**src/rtl/seven_segment_pkg.sv**
```systemverilog
// Shared segment type and digit codes for the two-digit seven-segment driver.
// Bit order is {g,f,e,d,c,b,a}; a 1 lights the segment.
package seven_segment_pkg;

   typedef logic [6:0] seg_t;

   localparam seg_t SEG_0     = 7'h3F;
   localparam seg_t SEG_1     = 7'h06;
   localparam seg_t SEG_2     = 7'h5B;
   localparam seg_t SEG_3     = 7'h4F;
   localparam seg_t SEG_4     = 7'h66;
   localparam seg_t SEG_5     = 7'h6D;
   localparam seg_t SEG_6     = 7'h7D;
   localparam seg_t SEG_7     = 7'h07;
   localparam seg_t SEG_8     = 7'h7F;
   localparam seg_t SEG_9     = 7'h6F;
   localparam seg_t SEG_BLANK = 7'h00;

endpackage

```
**src/rtl/seven_segment_decoder.sv**
```systemverilog
// Combinational BCD-to-segment decoder; codes 10-15 map to a dark digit.
module seven_segment_decoder
   import seven_segment_pkg::*;
(
   input  logic [3:0] bcd,
   output seg_t       seg
);

   always_comb begin
      seg = SEG_BLANK;
      unique case (bcd)
         4'd0:    seg = SEG_0;
         4'd1:    seg = SEG_1;
         4'd2:    seg = SEG_2;
         4'd3:    seg = SEG_3;
         4'd4:    seg = SEG_4;
         4'd5:    seg = SEG_5;
         4'd6:    seg = SEG_6;
         4'd7:    seg = SEG_7;
         4'd8:    seg = SEG_8;
         4'd9:    seg = SEG_9;
         default: seg = SEG_BLANK;
      endcase
   end

endmodule

```
**src/rtl/seven_segment.sv**
```systemverilog
// Registered 0-31 binary to two-digit seven-segment driver (one cycle latency).
// Optional SEVEN_SEGMENT_LEADING_BLANK_EN darkens the tens digit for values 0-9.
module seven_segment
   import seven_segment_pkg::*;
(
   input  logic       clk,
   input  logic       reset,
   input  logic [4:0] number,
   output logic [6:0] tens_digit,
   output logic [6:0] ones_digit
);

   logic [1:0] tens;
   logic [3:0] ones;
   seg_t       tens_seg;
   seg_t       ones_seg;
   seg_t       tens_shown;

   // Compare/subtract ladder; the 5-bit difference always fits in 4 bits.
   always_comb begin
      tens = 2'd0;
      ones = number[3:0];
      if (number >= 5'd30) begin
         tens = 2'd3;
         ones = 4'(number - 5'd30);
      end else if (number >= 5'd20) begin
         tens = 2'd2;
         ones = 4'(number - 5'd20);
      end else if (number >= 5'd10) begin
         tens = 2'd1;
         ones = 4'(number - 5'd10);
      end
   end

   seven_segment_decoder u_tens_dec (
      .bcd (4'({2'b00, tens})),
      .seg (tens_seg)
   );

   seven_segment_decoder u_ones_dec (
      .bcd (ones),
      .seg (ones_seg)
   );

`ifdef SEVEN_SEGMENT_LEADING_BLANK_EN
   assign tens_shown = (tens == 2'd0) ? SEG_BLANK : tens_seg;
`else
   assign tens_shown = tens_seg;
`endif

   always_ff @(posedge clk or posedge reset) begin
      if (reset) begin
         tens_digit <= SEG_BLANK;
         ones_digit <= SEG_BLANK;
      end else begin
         tens_digit <= tens_shown;
         ones_digit <= ones_seg;
      end
   end

endmodule

```
**config.mk**
```make
export PLATFORM = sky130hd
export DESIGN_NAME = seven_segment
export DESIGN_NICKNAME = d
export VERILOG_FILES = /design/src/rtl/seven_segment_pkg.sv /design/src/rtl/seven_segment_decoder.sv /design/src/rtl/seven_segment.sv
export SDC_FILE = /design/constraint.sdc
export NUM_CORES = 1
export LEC_CHECK = 0
export BUFFER_PORTS_ARGS = -buffer_cell sky130_fd_sc_hd__buf_2
export CAP_MARGIN = 10
export CORE_MARGIN = 2
export CORE_UTILIZATION = 53
export CTS_BUF_LIST = sky130_fd_sc_hd__clkbuf_2
export CTS_CLUSTER_DIAMETER = 40
export DETAILED_ROUTE_END_ITERATION = 12
export MAX_ROUTING_LAYER = met4
export PLACE_DENSITY = 0.88
export SETUP_SLACK_MARGIN = 0.02
export SYNTH_ARGS = -nofsm -noshare
export SYNTH_HDL_FRONTEND = slang
export SYNTH_SLANG_ARGS = --single-unit
```
**constraint.sdc**
```tcl
create_clock -name clk -period 0.8 [get_ports clk]
set_clock_uncertainty 0.15 [all_clocks]
set_input_delay 0.16 -clock clk [delete_from_list [all_inputs] [get_ports clk]]
set_output_delay 0.16 -clock clk [all_outputs]
set_load 0.01 [all_outputs]
```
==> results of run 1 <==
through the flow:
stage / std cells / util / worst slack [ns] / hold slack (ns)
2_1_floorplan: 75 / - / -1.38 / -0.113
3_3_place_gp: 127 / 0.800 / -1.56 / -0.00416
3_5_place_dp: 127 / 0.800 / -1.67 / 0.0146
4_1_cts: 137 / 0.944 / -1.13 / 0.115
cells by family after synthesis:
family,synth area share
mux,0.0273
other cells,0.00482
compound gates,0.195
buf+inv,0.0707
simple gates,0.156
flops,0.418
fa+ha+maj,0.129
repair_timing:
item	in CTS
setup buffers	6
hold endpoints to repair	13
endpoints found under the setup margin	26
pin swaps	9
hold buffers	1
gates cloned	0
gates resized for setup	28
==> metrics.md, run 1 <==
| Metric | Value |
|---|---|
| Status | aborted with a tool error |
| Failed at | global routing (5_1_grt) |
| Tool error | [ERROR DPL-0038] Utilization greater than 100%, impossible to legalize |
| Row count | 13 |
| GRT worst endpoint | ones_digit[6]$_DFF_PP0_/D |
| Placement Cell Area | 0.00107 mm² |
| Starting Density | 0.583 |
| I/O pin cnt | 21 |
| Flop and latch count out of synthesis | 13 |
| Post-Syn Instances | between 70 and 80 |
| Root buffer cell | clkbuf_2 |
| Synth top cells by count | 13 x dfrtp_1, 8 x ha_1, 6 x inv_1 |
| Synth top area share | 0.418 |
| Async SR Flop Fraction | 1.00 |
| Post-synthesis net count | 90 |
| Synth warn | 0 |
| Ys flop type | dfrtp_1 |
| Largest net degree at the start of global routing | 14 |
| Number of synthesized flops with an enable pin | 0 |
| Kind of the worst endpoint | sequential cell input |
| Mean post-synth cell area | 10.4 µm² |
| Die Y | 42.3 µm |
| Synthesized cell area | between 700 and 800 µm² |
| Sink Count | 13 |
| Post-DP HPWL | 1440 µm |
| Distinct cells, synth | 37 |
| Port buffer count | 20 |
| CTS buffer count | 3 |
| Leading area contributor after synthesis | dfrtp_1 |
| RePlAce Congestion | 0.909 |
| Top cells by area in the synthesized netlist | dfrtp_1 42%, ha_1 13%, inv_1 2.9%, a21oi_1 2.6%, o22ai_1 2.4% |
| Count leader, synth | dfrtp_1 |
| Die Span X | approximately 42 µm |
| Sequential area share after synthesis | 0.418 |
| Deepest level of the CTS H-tree | 1 |
| CTS max path bufs | 2 |
==> run 2: changes to the inputs <==
==> config.mk (replaced) <==
export PLATFORM = sky130hd
export DESIGN_NAME = seven_segment
export DESIGN_NICKNAME = d
export VERILOG_FILES = /design/src/rtl/seven_segment_pkg.sv /design/src/rtl/seven_segment_decoder.sv /design/src/rtl/seven_segment.sv
export SDC_FILE = /design/constraint.sdc
export NUM_CORES = 1
export LEC_CHECK = 0
export BUFFER_PORTS_ARGS = -buffer_cell sky130_fd_sc_hd__buf_2
export CAP_MARGIN = 10
export CORE_AREA = 2 2 63 65
export DETAILED_ROUTE_END_ITERATION = 12
export DIE_AREA = 0 0 65 67
export PLACE_DENSITY_LB_ADDON = 0.15
export SYNTH_ARGS = -nofsm -noshare
export SYNTH_HDL_FRONTEND = slang
export SYNTH_SLANG_ARGS = --single-unit
==> run 2 against run 1 <==
Effect of this change: the flow now finishes, with violations (setup timing); synthesized area stayed put; synthesized cell count stayed put.
==> metrics.md, run 2 <==
| Metric | Value |
|---|---|
| Vias/cell | approximately 4.2 |
| CTS tree | done |
| RePlAce Congestion | between 0.7 and 0.8 |
| Sink Count | 13 |
| Core Footprint | 0.00361 mm² |
| Power, Total | ~2.1 mW |
| Status | complete, but fails checks |
| Clk slew on worst S/H paths | ~0.05 ns |
| Final setup viols | 26 |
| RSZ-0062 raised after global routing | yes |
| DR DRC count | 0 |
| Post-route cell area | 0.00141 mm² |
| Post-DP HPWL | ~1400 µm |
| Critical Path End | ones_digit[6] |
| Finished Core Util | 0.390 |
| Largest net degree at the start of global routing | 10 |
| Pre-CTS setup slack | -1.63 ns |
| Distinct cells, synth | 37 |
| DIE AREA | between 0.004 and 0.005 mm² |
| Failing checks | setup timing |
| Initial DRC Count | 46 |
| Reg with most FFs | ones_digit |
| Number of synthesized flops with an enable pin | 0 |
| Synth warn | 0 |
| Fin Setup TNS | -13.53 ns |
| Synthesized cell area | roughly 780 µm² |
| Initial antenna violation count | 0 |
| Row count | 22 |
| Final Max Slew Viols | 0 |
| Layout cells sized above 1 | 0.618 |
| Crit path time final | approximately 2.0 ns |
| Deepest level of the CTS H-tree | 1 |
| Root buffer cell | clkbuf_8 |
| Max cap viols | 0 |
| Flop and latch count out of synthesis | 13 |
| F_max | roughly 0.51 GHz |
| Number of fill cells | ~350 |
| Fin. Hold Viols | 0 |
| Port buffer count | 20 |
| Crit path capture type | register |
| Die Y | roughly 67 µm |
| PwrDens | around 1500 mW/mm² |
| Top cells by area in the synthesized netlist | dfrtp_1 42%, ha_1 13%, inv_1 2.9%, a21oi_1 2.6%, o22ai_1 2.4% |
| Static leakage | roughly 0.67 nW |
| Final period util | 2.44 |
| Post-Syn Instances | between 70 and 80 |
| Vias post-DR | around 740 |
| Setup ws final | -1.15 ns |
| Drt total wl | a little under 2000 µm |
| ANT nets after route | 0 |
| Fin nets | 147 |
| Synth top cells by count | 13 x dfrtp_1, 8 x ha_1, 6 x inv_1 |
| Ys flop type | dfrtp_1 |
| Most common cell after layout, fill and taps aside | buf_4 |
| Leading area contributor after synthesis | dfrtp_1 |
| Critical path data arrival time | between 1.5 and 2 ns |
| Placement Cell Area | approximately 0.0012 mm² |
| Commonest cells after routing, fill and taps aside | 32 x buf_4, 18 x buf_2, 13 x dfrtp_1 |
| First-pass GRT wire length | around 3300 µm |
| CP Max Fanout | 5 |
| Mean routed wirelength per cell | around 11 µm |
| Number of global-route vias before repair | roughly 720 |
| Startpoint types | primary input |
| Type of the worst setup path | primary input to register |
| WP data required | 0.79 ns |
| Starting Density | 0.216 |
| Max FFs per register | 7 |
| Overall Global Routing Usage | 0.0978 |
| Worst hold path type | primary input to register |
| VDD IR-drop max | about 0.00053 V |
| CTS buffer count | 3 |
| Count leader, synth | dfrtp_1 |
| Critical Path Start | number[1] |
| CTS max path bufs | 2 |
| TritonRoute pass-1 iters | 3 |
| Aggregate global routing overflow | 0 |
| Die Span X | ~65 µm |
| Sequential area share after synthesis | 0.418 |
| I/O pin cnt | 21 |
| Post-synthesis net count | 90 |
| Mean post-synth cell area | ~10 µm² |
| Antenna diodes | 0 |
| Async SR Flop Fraction | 1.00 |
| Synth top area share | 0.418 |
| Largest registers | ones_digit: 7 flops, tens_digit: 6 flops |
| Syn-to-layout area delta | 80.9% |
==> run 2: cell families after synthesis <==
| family | synth area share |
|---|---|
| AO/OA/AOI/OAI | 0.195 |
| adder cells (fa/ha/maj) | 0.129 |
| buffers and inverters | 0.0707 |
| flip-flops | 0.418 |
| multiplexers | 0.0273 |
| other | 0.00482 |
| AND/OR/NAND/NOR | 0.156 |
==> run 2: through the flow <==
step | hold WS [ns] | cells
6_report | 0.175 | 179
5_1_grt | 0.176 | 179
4_1_cts | 0.165 | 177
3_5_place_dp | -0.0139 | 167
3_3_place_gp | -0.0125 | 167
2_1_floorplan | -0.113 | 75
==> run 2: worst min path at each step <==
| stage | depth (start not counted) | start | endpoint | slack, ns |
|---|---|---|---|---|
| 2_1_floorplan | 1 | reset | ones_digit[0] | -0.11 |
| 3_3_place_gp | 3 | reset | tens_digit[4] | -0.01 |
| 3_5_place_dp | 3 | reset | tens_digit[4] | -0.01 |
| 4_1_cts | 3 | number[4] | tens_digit[5] | 0.16 |
| 5_1_grt | 3 | number[4] | tens_digit[5] | 0.18 |
| 6_report | 3 | number[4] | tens_digit[5] | 0.17 |
==> run 2: metal layers <==
layer,vias to the layer above,track usage,share of wire
met3,2,0.0118,0.041
met5,-,0,0
met1,348,0.119,0.44
met4,0,0.0559,0.011
met2,15,0.166,0.51
li1,379,-,-
==> run 2: report_power, final <==
group          total (mW)  leakage, nW  internal [mW]  switching, mW
clock               0.551       0.0228          0.349          0.201
combinational       0.781        0.494          0.422          0.359
sequential          0.766        0.153          0.745         0.0209
total                2.10        0.669           1.52          0.581
==> run 2: timing repair <==
action,4_1_cts,5_1_grt
buffers inserted,6,3
pin swaps,9,4
resized for setup,28,6
cloned,1,0
endpoints found under the hold margin,13,0
setup endpoints to repair,26,26
hold buffers,1,0
==> run 2: cell type report <==
class                           count  area (µm²)  share of cell area
Timing Repair Buffer               57         420               0.299
Multi-Input combinational cell     51         517               0.367
Tap cell                           48        60.1              0.0427
Sequential cell                    13         325               0.231
Inverter                            6        40.0              0.0284
Clock buffer                        4        45.0              0.0320
==> run 2: critical path, stage by stage <==
cell and delay (ns):
buf_12 0.09, inv_12 0.03, ha_4 0.13, nor2b_4 0.12, or3_4 0.34, a41o_1 0.20
a21o_1 0.21, ha_2 0.18, or3b_4 0.40, o31ai_2 0.07
Note: power is estimated with default switching activity, not from simulation.
